===== config.mk =====
export PLATFORM = sky130hd
export DESIGN_NAME = mem_port_arbiter_flat
export DESIGN_NICKNAME = d
export VERILOG_FILES = /design/src/rtl/mem_port_arbiter_pkg.sv /design/src/rtl/mem_port_arbiter_if.sv /design/src/rtl/mem_arb_timer.sv /design/src/rtl/mem_port_arbiter.sv /design/src/flat_wrapper.sv
export SDC_FILE = /design/constraint.sdc
export NUM_CORES = 1
export LEC_CHECK = 0
export BUFFER_PORTS_ARGS = -buffer_cell sky130_fd_sc_hd__buf_2
export CORE_MARGIN = 5
export CORE_UTILIZATION = 41
export DETAILED_ROUTE_END_ITERATION = 8
export GPL_TIMING_DRIVEN = 1
export PLACE_DENSITY = 0.83
export SLEW_MARGIN = 20
export SYNTH_ARGS = -nofsm -noshare
export SYNTH_HDL_FRONTEND = slang
export SYNTH_SLANG_ARGS = --single-unit

===== constraint.sdc =====
create_clock -name clk -period 4.75 [get_ports clk]
set_input_delay 0.95 -clock clk [delete_from_list [all_inputs] [get_ports clk]]
set_output_delay 0.95 -clock clk [all_outputs]
set_load 0.03 [all_outputs]

===== src/rtl/mem_port_arbiter_pkg.sv =====
// Shared pipeline package for the memory port arbiter.
// Holds the arbiter state encoding, the default access timeout, bus widths,
// the registered memory command payload and a word-alignment helper.
package mem_port_arbiter_pkg;

  localparam int unsigned ADDR_W          = 32;
  localparam int unsigned DATA_W          = 32;
  localparam int unsigned TIMEOUT_DEFAULT = 16;

  typedef enum logic [1:0] {
    IDLE  = 2'd0,
    DATA  = 2'd1,
    FETCH = 2'd2
  } arb_state_e;

  // Command presented on the shared memory port while m_req is high
  typedef struct packed {
    logic              we;
    logic [ADDR_W-1:0] addr;
    logic [DATA_W-1:0] wdata;
  } mem_cmd_t;

  // Word accesses only: the two low address bits must be zero
  function automatic logic word_aligned(input logic [1:0] addr_lsb);
    return addr_lsb == 2'b00;
  endfunction

endpackage


===== src/rtl/mem_port_arbiter_if.sv =====
// Bundle of pipeline-side and memory-side signals around the arbiter.
// slave  : the arbiter's view (pipeline requests and memory responses in).
// master : the surrounding pipeline/memory view (requests out, results in).
interface mem_port_arbiter_if;
  import mem_port_arbiter_pkg::*;

  // fetch port
  logic              if_req;
  logic [ADDR_W-1:0] if_addr;
  logic [DATA_W-1:0] if_rdata;
  logic              if_valid;
  // data port
  logic              memread;
  logic              memwrite;
  logic [ADDR_W-1:0] alu_result;
  logic [DATA_W-1:0] rdata2out;
  logic [DATA_W-1:0] mem_rdata;
  logic              mem_done;
  // status
  logic              err;
  logic              stall;
  // shared memory port
  logic              m_req;
  logic              m_we;
  logic [ADDR_W-1:0] m_addr;
  logic [DATA_W-1:0] m_wdata;
  logic [DATA_W-1:0] m_rdata;
  logic              m_ack;

  modport slave (
    input  if_req, if_addr, memread, memwrite, alu_result, rdata2out,
           m_rdata, m_ack,
    output if_rdata, if_valid, mem_rdata, mem_done, err, stall,
           m_req, m_we, m_addr, m_wdata
  );

  modport master (
    output if_req, if_addr, memread, memwrite, alu_result, rdata2out,
           m_rdata, m_ack,
    input  if_rdata, if_valid, mem_rdata, mem_done, err, stall,
           m_req, m_we, m_addr, m_wdata
  );

endinterface


===== src/rtl/mem_arb_timer.sv =====
// Wait counter for an outstanding memory request.
// Ports: clk, rst (async, active-high); clear - zero the count;
// enable - count one waiting cycle; expired - this is the last allowed
// waiting cycle (count has reached TIMEOUT-1).
module mem_arb_timer
  import mem_port_arbiter_pkg::*;
#(
  parameter int unsigned TIMEOUT = TIMEOUT_DEFAULT
) (
  input  logic clk,
  input  logic rst,
  input  logic clear,
  input  logic enable,
  output logic expired
);

  localparam int unsigned CNT_W = $clog2(TIMEOUT + 1);

  logic [CNT_W-1:0] count;

  // Cycles spent with m_req high and no m_ack
  always_ff @(posedge clk or posedge rst) begin
    if (rst) begin
      count <= '0;
    end else if (clear) begin
      count <= '0;
    end else if (enable) begin
      count <= count + CNT_W'(1);
    end
  end

  assign expired = (count == CNT_W'(TIMEOUT - 1));

endmodule


===== src/rtl/mem_port_arbiter.sv =====
// Arbitrates the fetch stage and the MEM stage onto one memory port.
// Ports: clk, rst (async, active-high); bus (mem_port_arbiter_if.slave):
//   fetch  : if_req/if_addr in, if_rdata/if_valid out
//   data   : memread/memwrite/alu_result/rdata2out in, mem_rdata/mem_done out
//   status : err (qualifies a done pulse), stall (combinational freeze)
//   memory : m_req/m_we/m_addr/m_wdata out, m_rdata/m_ack in
// Data requests always win over fetch; malformed requests complete with err
// on the next cycle without touching the memory port.
module mem_port_arbiter
  import mem_port_arbiter_pkg::*;
#(
  parameter int unsigned TIMEOUT = TIMEOUT_DEFAULT
) (
  input  logic                clk,
  input  logic                rst,
  mem_port_arbiter_if.slave   bus
);

  arb_state_e        state;
  mem_cmd_t          cmd_q;
  logic              m_req_q;
  logic              if_valid_q;
  logic              mem_done_q;
  logic              err_q;
  logic [DATA_W-1:0] if_rdata_q;
  logic [DATA_W-1:0] mem_rdata_q;

  logic data_pend;
  logic fetch_pend;
  logic data_bad;
  logic fetch_bad;
  logic busy;
  logic timer_clear;
  logic timer_en;
  logic expired;

  // A port whose done pulse is high is not pending, so it cannot be regranted
  assign data_pend  = (bus.memread | bus.memwrite) & ~mem_done_q;
  assign fetch_pend = bus.if_req & ~if_valid_q;
  assign data_bad   = (bus.memread & bus.memwrite) | ~word_aligned(bus.alu_result[1:0]);
  assign fetch_bad  = ~word_aligned(bus.if_addr[1:0]);
  assign busy       = (state != IDLE);

  assign timer_clear = ~busy;
  assign timer_en    = busy & ~bus.m_ack;

  mem_arb_timer #(
    .TIMEOUT (TIMEOUT)
  ) u_timer (
    .clk     (clk),
    .rst     (rst),
    .clear   (timer_clear),
    .enable  (timer_en),
    .expired (expired)
  );

  // Arbiter FSM with registered port outputs; done/err/rdata are one-cycle pulses
  always_ff @(posedge clk or posedge rst) begin
    if (rst) begin
      state       <= IDLE;
      cmd_q       <= '0;
      m_req_q     <= 1'b0;
      if_valid_q  <= 1'b0;
      mem_done_q  <= 1'b0;
      err_q       <= 1'b0;
      if_rdata_q  <= '0;
      mem_rdata_q <= '0;
    end else begin
      if_valid_q  <= 1'b0;
      mem_done_q  <= 1'b0;
      err_q       <= 1'b0;
      if_rdata_q  <= '0;
      mem_rdata_q <= '0;
      unique case (state)
        IDLE: begin
          if (data_pend) begin
            if (data_bad) begin
              mem_done_q <= 1'b1;
              err_q      <= 1'b1;
            end else begin
              state       <= DATA;
              m_req_q     <= 1'b1;
              cmd_q.we    <= bus.memwrite;
              cmd_q.addr  <= bus.alu_result;
              cmd_q.wdata <= bus.memwrite ? bus.rdata2out : DATA_W'(0);
            end
          end else if (fetch_pend) begin
            if (fetch_bad) begin
              if_valid_q <= 1'b1;
              err_q      <= 1'b1;
            end else begin
              state       <= FETCH;
              m_req_q     <= 1'b1;
              cmd_q.we    <= 1'b0;
              cmd_q.addr  <= bus.if_addr;
              cmd_q.wdata <= DATA_W'(0);
            end
          end
        end
        DATA, FETCH: begin
          if (bus.m_ack) begin
            state   <= IDLE;
            m_req_q <= 1'b0;
            if (state == DATA) begin
              mem_done_q  <= 1'b1;
              mem_rdata_q <= cmd_q.we ? DATA_W'(0) : bus.m_rdata;
            end else begin
              if_valid_q <= 1'b1;
              if_rdata_q <= bus.m_rdata;
            end
          end else if (expired) begin
            // Abort: rdata stays at its zero default
            state   <= IDLE;
            m_req_q <= 1'b0;
            err_q   <= 1'b1;
            if (state == DATA) begin
              mem_done_q <= 1'b1;
            end else begin
              if_valid_q <= 1'b1;
            end
          end
        end
        default: begin
          state   <= IDLE;
          m_req_q <= 1'b0;
        end
      endcase
    end
  end

  assign bus.m_req     = m_req_q;
  assign bus.m_we      = cmd_q.we;
  assign bus.m_addr    = cmd_q.addr;
  assign bus.m_wdata   = cmd_q.wdata;
  assign bus.if_valid  = if_valid_q;
  assign bus.if_rdata  = if_rdata_q;
  assign bus.mem_done  = mem_done_q;
  assign bus.mem_rdata = mem_rdata_q;
  assign bus.err       = err_q;
  assign bus.stall     = ((bus.memread | bus.memwrite) & ~mem_done_q) |
                         (bus.if_req & ~if_valid_q);

endmodule


===== src/flat_wrapper.sv =====
// flat-port wrapper written by rule: the top's interface ports become plain ports
module mem_port_arbiter_flat import mem_port_arbiter_pkg::*;
#(
  parameter int unsigned TIMEOUT = TIMEOUT_DEFAULT
)
  (clk, rst, bus_if_req, bus_if_addr, bus_memread, bus_memwrite, bus_alu_result, bus_rdata2out, bus_m_rdata, bus_m_ack, bus_if_rdata, bus_if_valid, bus_mem_rdata, bus_mem_done, bus_err, bus_stall, bus_m_req, bus_m_we, bus_m_addr, bus_m_wdata);
  mem_port_arbiter_if bus_i ();
  input  logic clk;
  input  logic rst;
  input wire logic [$bits(bus_i.if_req)-1:0] bus_if_req;
  input wire logic [$bits(bus_i.if_addr)-1:0] bus_if_addr;
  input wire logic [$bits(bus_i.memread)-1:0] bus_memread;
  input wire logic [$bits(bus_i.memwrite)-1:0] bus_memwrite;
  input wire logic [$bits(bus_i.alu_result)-1:0] bus_alu_result;
  input wire logic [$bits(bus_i.rdata2out)-1:0] bus_rdata2out;
  input wire logic [$bits(bus_i.m_rdata)-1:0] bus_m_rdata;
  input wire logic [$bits(bus_i.m_ack)-1:0] bus_m_ack;
  output wire logic [$bits(bus_i.if_rdata)-1:0] bus_if_rdata;
  output wire logic [$bits(bus_i.if_valid)-1:0] bus_if_valid;
  output wire logic [$bits(bus_i.mem_rdata)-1:0] bus_mem_rdata;
  output wire logic [$bits(bus_i.mem_done)-1:0] bus_mem_done;
  output wire logic [$bits(bus_i.err)-1:0] bus_err;
  output wire logic [$bits(bus_i.stall)-1:0] bus_stall;
  output wire logic [$bits(bus_i.m_req)-1:0] bus_m_req;
  output wire logic [$bits(bus_i.m_we)-1:0] bus_m_we;
  output wire logic [$bits(bus_i.m_addr)-1:0] bus_m_addr;
  output wire logic [$bits(bus_i.m_wdata)-1:0] bus_m_wdata;
  assign bus_i.if_req = bus_if_req;
  assign bus_i.if_addr = bus_if_addr;
  assign bus_i.memread = bus_memread;
  assign bus_i.memwrite = bus_memwrite;
  assign bus_i.alu_result = bus_alu_result;
  assign bus_i.rdata2out = bus_rdata2out;
  assign bus_i.m_rdata = bus_m_rdata;
  assign bus_i.m_ack = bus_m_ack;
  assign bus_if_rdata = bus_i.if_rdata;
  assign bus_if_valid = bus_i.if_valid;
  assign bus_mem_rdata = bus_i.mem_rdata;
  assign bus_mem_done = bus_i.mem_done;
  assign bus_err = bus_i.err;
  assign bus_stall = bus_i.stall;
  assign bus_m_req = bus_i.m_req;
  assign bus_m_we = bus_i.m_we;
  assign bus_m_addr = bus_i.m_addr;
  assign bus_m_wdata = bus_i.m_wdata;
  mem_port_arbiter #(.TIMEOUT(TIMEOUT)) u_core (.clk(clk), .rst(rst), .bus(bus_i));
endmodule

# Word level (Yosys, flattened, before mapping)
# Index checks and enable logic that the tools add are counted.
# totals
elab_cells	86
regBits	140
# op_classes
n_bitwise	11
reduce_logical	9
muxes	45
add_sub_neg	1
n_eq_ne	9
# op_table
op	count
$mux W65	4
$mux W32	8
$mux W1	20
$mux W2	6
$mux W5	2
$pmux W1 S2	4
$reduce_and A4 Y1	2
$logic_not A2 Y1	3
$ne A3 B1 Y1 const B	2
$reduce_bool A2 Y1	3
$add A5 B1 Y5 const B	1
$eq A5 B4 Y1 const B	1
$and A1 B1 Y1	4
$ne A2 B2 Y1 const B	2
$not A1 Y1	4
$pmux W2 S2	1
$ne A3 B2 Y1 const B	1
$ne A3 B3 Y1 const B	1
$or A1 B1 Y1	3
$eq A2 B1 Y1 const B	1
$eq A2 B2 Y1 const B	1
$reduce_or A2 Y1	1

# Logic depth before layout (Yosys ltp)
# logic_depth
ltp_word	6
depth_mapped	7
ltp_nobuf	7

# By module
# Synthesis repeated with hierarchy kept, for this count alone.
# hier_totals
cells_unflattened	448
hier_area_um2	5539.1
# by_module_without_submodules
module	area_per_inst_um2	n_inst	seq_area_each_um2	cells_each
mem_port_arbiter	5256.3	1	3378.2	424
mem_arb_timer	282.8	1	125.1	24

# Worst setup path before layout
# OpenSTA, ideal clock, no wires.
# synth_path
kind	input port to output port
startpoint	input bus_memwrite
endpoint	output bus_stall
arrival_ns	1.930
required_time_ns	3.800
setup_slack_ns	1.870
cell_stages	4
cell_sequence	o21bai_2 -> buf_6 -> clkbuf_1 -> o21ai_0
# synth_via
elab_chain_cells	3
# synth_lines
element	line_no	text
start: declaration	flat_wrapper.sv:13	input wire logic [$bits(bus_i.memwrite)-1:0] bus_memwrite;
$or A1 B1 Y1	mem_port_arbiter.sv:140	assign bus.stall = ((bus.memread | bus.memwrite) & ~mem_done_q) |
$and A1 B1 Y1	mem_port_arbiter.sv:140	
$or A1 B1 Y1	mem_port_arbiter.sv:140	
end: declaration	flat_wrapper.sv:23	output wire logic [$bits(bus_i.stall)-1:0] bus_stall;
# No other way between the ends.

# Worst setup path after layout
# Ends and elaborated chain as after synthesis.

==> results.md <==
* Status: completed
* Fillers at between 1000 and 1500
* Rows at 42
* # clock sinks at between 100 and 150
* Worst path cell trace: buf_2 -> o21bai_4 -> o21ai_0 -> buf_2
* WP depth at 4
* XOR/XNOR Fraction of Synth Area at 0.00484
* Antenna violations before repair at 3
* Post-cts sizing count at 0
* Largest net degree at the start of global routing at ~120
* H-tree depth at 4
* Starting density of the core at 0.413
* Ports at 268
* Die X at ~130 µm
* Yosys warnings at 0
* Residual DRC at 0
* Area growth syn-to-layout at 38.6%
* Adder-Cell Fraction of Synth Area at 0.0115
* Syn Std Cell Area at ~5400 µm²
* First-iteration detailed-routing DRC count at about 220
* Global-route wire length before repair at 22700 µm
* Buf+Inv Stages, Crit Path at 2
* Critical path type: input port to output pin
* IO Port Bufs at ~270
* Worst r2r src: u_core.state[0]
* Reg2Reg Depth at 6
* Cts hold-fix bufs at 0
* Seq cells post-synth at 140
* Register area share after synthesis at 0.645
* Critical Path End: bus_stall
* Clk_skew at roughly 0.006 ns
* CP startpoint kind: input port
* Final GP Congestion at 0.820
* Final hold violation count at 0
* Critical R2R Capture: u_core.state[1]
* Via Count at 4135
* # setup viols final at 0
* Vias in the first global route at between 4000 and 5000
* TritonCTS Buffers at 17
* Required @ worst endpoint at 3.80 ns
* Largest delay share family, worst path: compound AO/OA/AOI/OAI gates
* Post-CTS setup buffers at 0
* Mapped Cells at 412
* DR WL/cell at 16.2 µm
* Worst Setup SP: bus_memwrite
* Worst vdd ir at ~0.34 mV
* Total core area at between 10000 and 15000 µm²
* CP dominant cell by count: buf_2
* Slowest cell on the critical path: o21bai_4
* Die area at roughly 16000 µm²
* Largest family of logic cells by synthesized area: multiplexers
* Total track usage at 0.185
* Reg2Reg Setup Slack at around 2.5 ns
* Die Y at between 100 and 150 µm
* Setup_tns at 0 ns
* Synth Area in Simple Gates at 0.0959
* Post-Syn Nets at roughly 550
* Vias per std cell at around 4.8
* Area after DPL at a little under 7000 µm²
* Clock Pin Slew Worst Setup and Hold Paths at around 0.060 ns
* Final Cycle Share at 0.557
* Max Fclk at 378 MHz
* Post-DP HPWL at between 10000 and 15000 µm
* Mux contribution to synthesized area at 0.139
* Crit Path Max Fanout at 10
* Minimum clock period at 2.65 ns
* Synth Area per Inst at 13.2 µm²
* Max incr delay on CP at roughly 0.28 ns
* Pwr/cell area at 651 nW/µm²
* Max clock buf depth at 2
* ANT nets after route at 0
* Rel. slew slack at 0.421
* NumNets Final at a little over 800
* Hold_ws at around 0.49 ns
* Clock Tree Root: clkbuf_16
* Worst-Margin Slew at slightly below 0.9 ns
* Worst path arrival time at 1.70 ns
* Post-route cell area at approximately 7500 µm²
* Netlist cell types at 41
* Synth Area in Compound Gates at 0.0733
* CTS tree: yes
* Tightest Hold Check Type: flip-flop to flip-flop
* Max Cap Violations at 0
* Post-Route WL at ~14000 µm
* Final Slew Violations at 0
* Worst-Skew Late Latency at ~0.41 ns
* Detailed Routing Iterations Pass 1 at 4
* Leakage at around 4.1 nW
* RSZ-0062 raised after global routing: false
* Gr ovfl total at 0
* Crit path capture type: output pin
* Layout cell share with drive strength beyond 1 at 0.533
## cell families after synthesis
kind of cell / count (synthesis)
muxes: 62
and+or+nand+nor: 123
adders and majority gates: 5
AOI/OAI and AO/OA: 48
buffers and inverters: 31
xor gates and xnor gates: 3
DFF: 140
## final cells by class
type                    instances  area [µm²]  share of cell area
diodes                          3        7.51            0.000998
clock buffers                  22         474              0.0630
clock inverters                 9         135              0.0180
inverters                       5        26.3             0.00349
multi-input cells             241        1780               0.236
flip-flops and latches        140        3500               0.466
well taps                     176         220              0.0293
repair buffers                273        1380               0.184
## cells in the mapped netlist
library cell,number,share of area
buf_4,3,0.0041
buf_1,2,0.0014
nand2b_1,1,0.0012
or2_2,1,0.0012
nand2_1,34,0.024
nor3b_1,1,0.0014
nand4b_1,1,0.0016
and3_1,2,0.0023
a31oi_1,1,0.0012
a211o_1,1,0.0016
nor3_1,1,0.00092
ha_1,5,0.012
nor3_2,1,0.0018
clkbuf_1,16,0.011
a311o_1,1,0.0018
and2_1,3,0.0035
o211ai_1,1,0.0014
nor2b_1,1,0.0012
buf_6,3,0.0062
inv_1,5,0.0035
a211oi_1,1,0.0014
nand2b_4,1,0.0025
xnor2_1,1,0.0016
nor4b_1,1,0.0016
o21ai_0,2,0.0018
a21oi_1,3,0.0028
o21bai_2,1,0.0021
xor2_1,2,0.0032
a21o_1,2,0.0028
o2111ai_1,1,0.0016
mux2i_2,1,0.0025
mux2_2,45,0.093
o22a_1,1,0.0016
nor2_1,73,0.050
buf_2,1,0.00092
mux2i_1,1,0.0018
a22o_1,33,0.053
buf_8,1,0.0028
mux2_4,15,0.041
nand3b_1,2,0.0028
dfrtp_1,140,0.65
## power breakdown
group / leakage (nW) / switching (mW) / internal [mW]
combinational: 1.96 / 1.20 / 0.662
sequential: 1.85 / 0.170 / 1.52
clock: 0.289 / 0.478 / 0.866
## per-stage QoR
step	power [mW]	utilization	setup slack (ns)	std cells
after floorplan	3.02	-	0.0471	412
after global placement	3.55	0.526	1.80	835
after detailed placement	3.59	0.526	1.74	835
after CTS	4.96	0.572	2.10	866
after global routing	5.16	0.573	2.06	869
final	4.90	0.573	2.10	869
## per-layer routing
layer  share of wire  global-route usage
met5               0                   0
met4           0.025              0.0784
met3            0.11              0.0836
met2            0.48               0.300
met1            0.38               0.214
## worst min-delay path by stage
stage / startpoint / depth (start not counted) / end
2_1_floorplan: u_core.u_timer.count[4] / 2 / u_core.u_timer.count[4]
3_3_place_gp: u_core.bus.m_addr[1] / 1 / u_core.bus.m_addr[1]
3_5_place_dp: u_core.bus.m_addr[1] / 1 / u_core.bus.m_addr[1]
4_1_cts: u_core.bus.m_addr[1] / 1 / u_core.bus.m_addr[1]
5_1_grt: u_core.bus.m_addr[11] / 1 / u_core.bus.m_addr[11]
6_report: u_core.bus.m_addr[0] / 1 / u_core.bus.m_addr[0]
## cell usage in the layout (no fill, tap or decap), types with 5 or more instances in the layout
cell,n
mux2_4,15
dfrtp_1,140
clkbuf_16,17
nand2_1,34
buf_2,267
nor2_1,73
buf_4,6
a22o_1,33
ha_1,5
mux2_2,45
## state kept, by name, indices dropped and copies added (netlist names)
signal	flops
u_core.bus.if_valid	1
u_core.bus.m_wdata	32
u_core.bus.err	1
u_core.bus.m_we	1
u_core.bus.mem_done	1
u_core.bus.m_addr	32
u_core.bus.m_req	1
u_core.bus.mem_rdata	32
u_core.u_timer.count	5
u_core.bus.if_rdata	32
u_core.state	2
No activity file was read; power rests on OpenSTA's default activity.
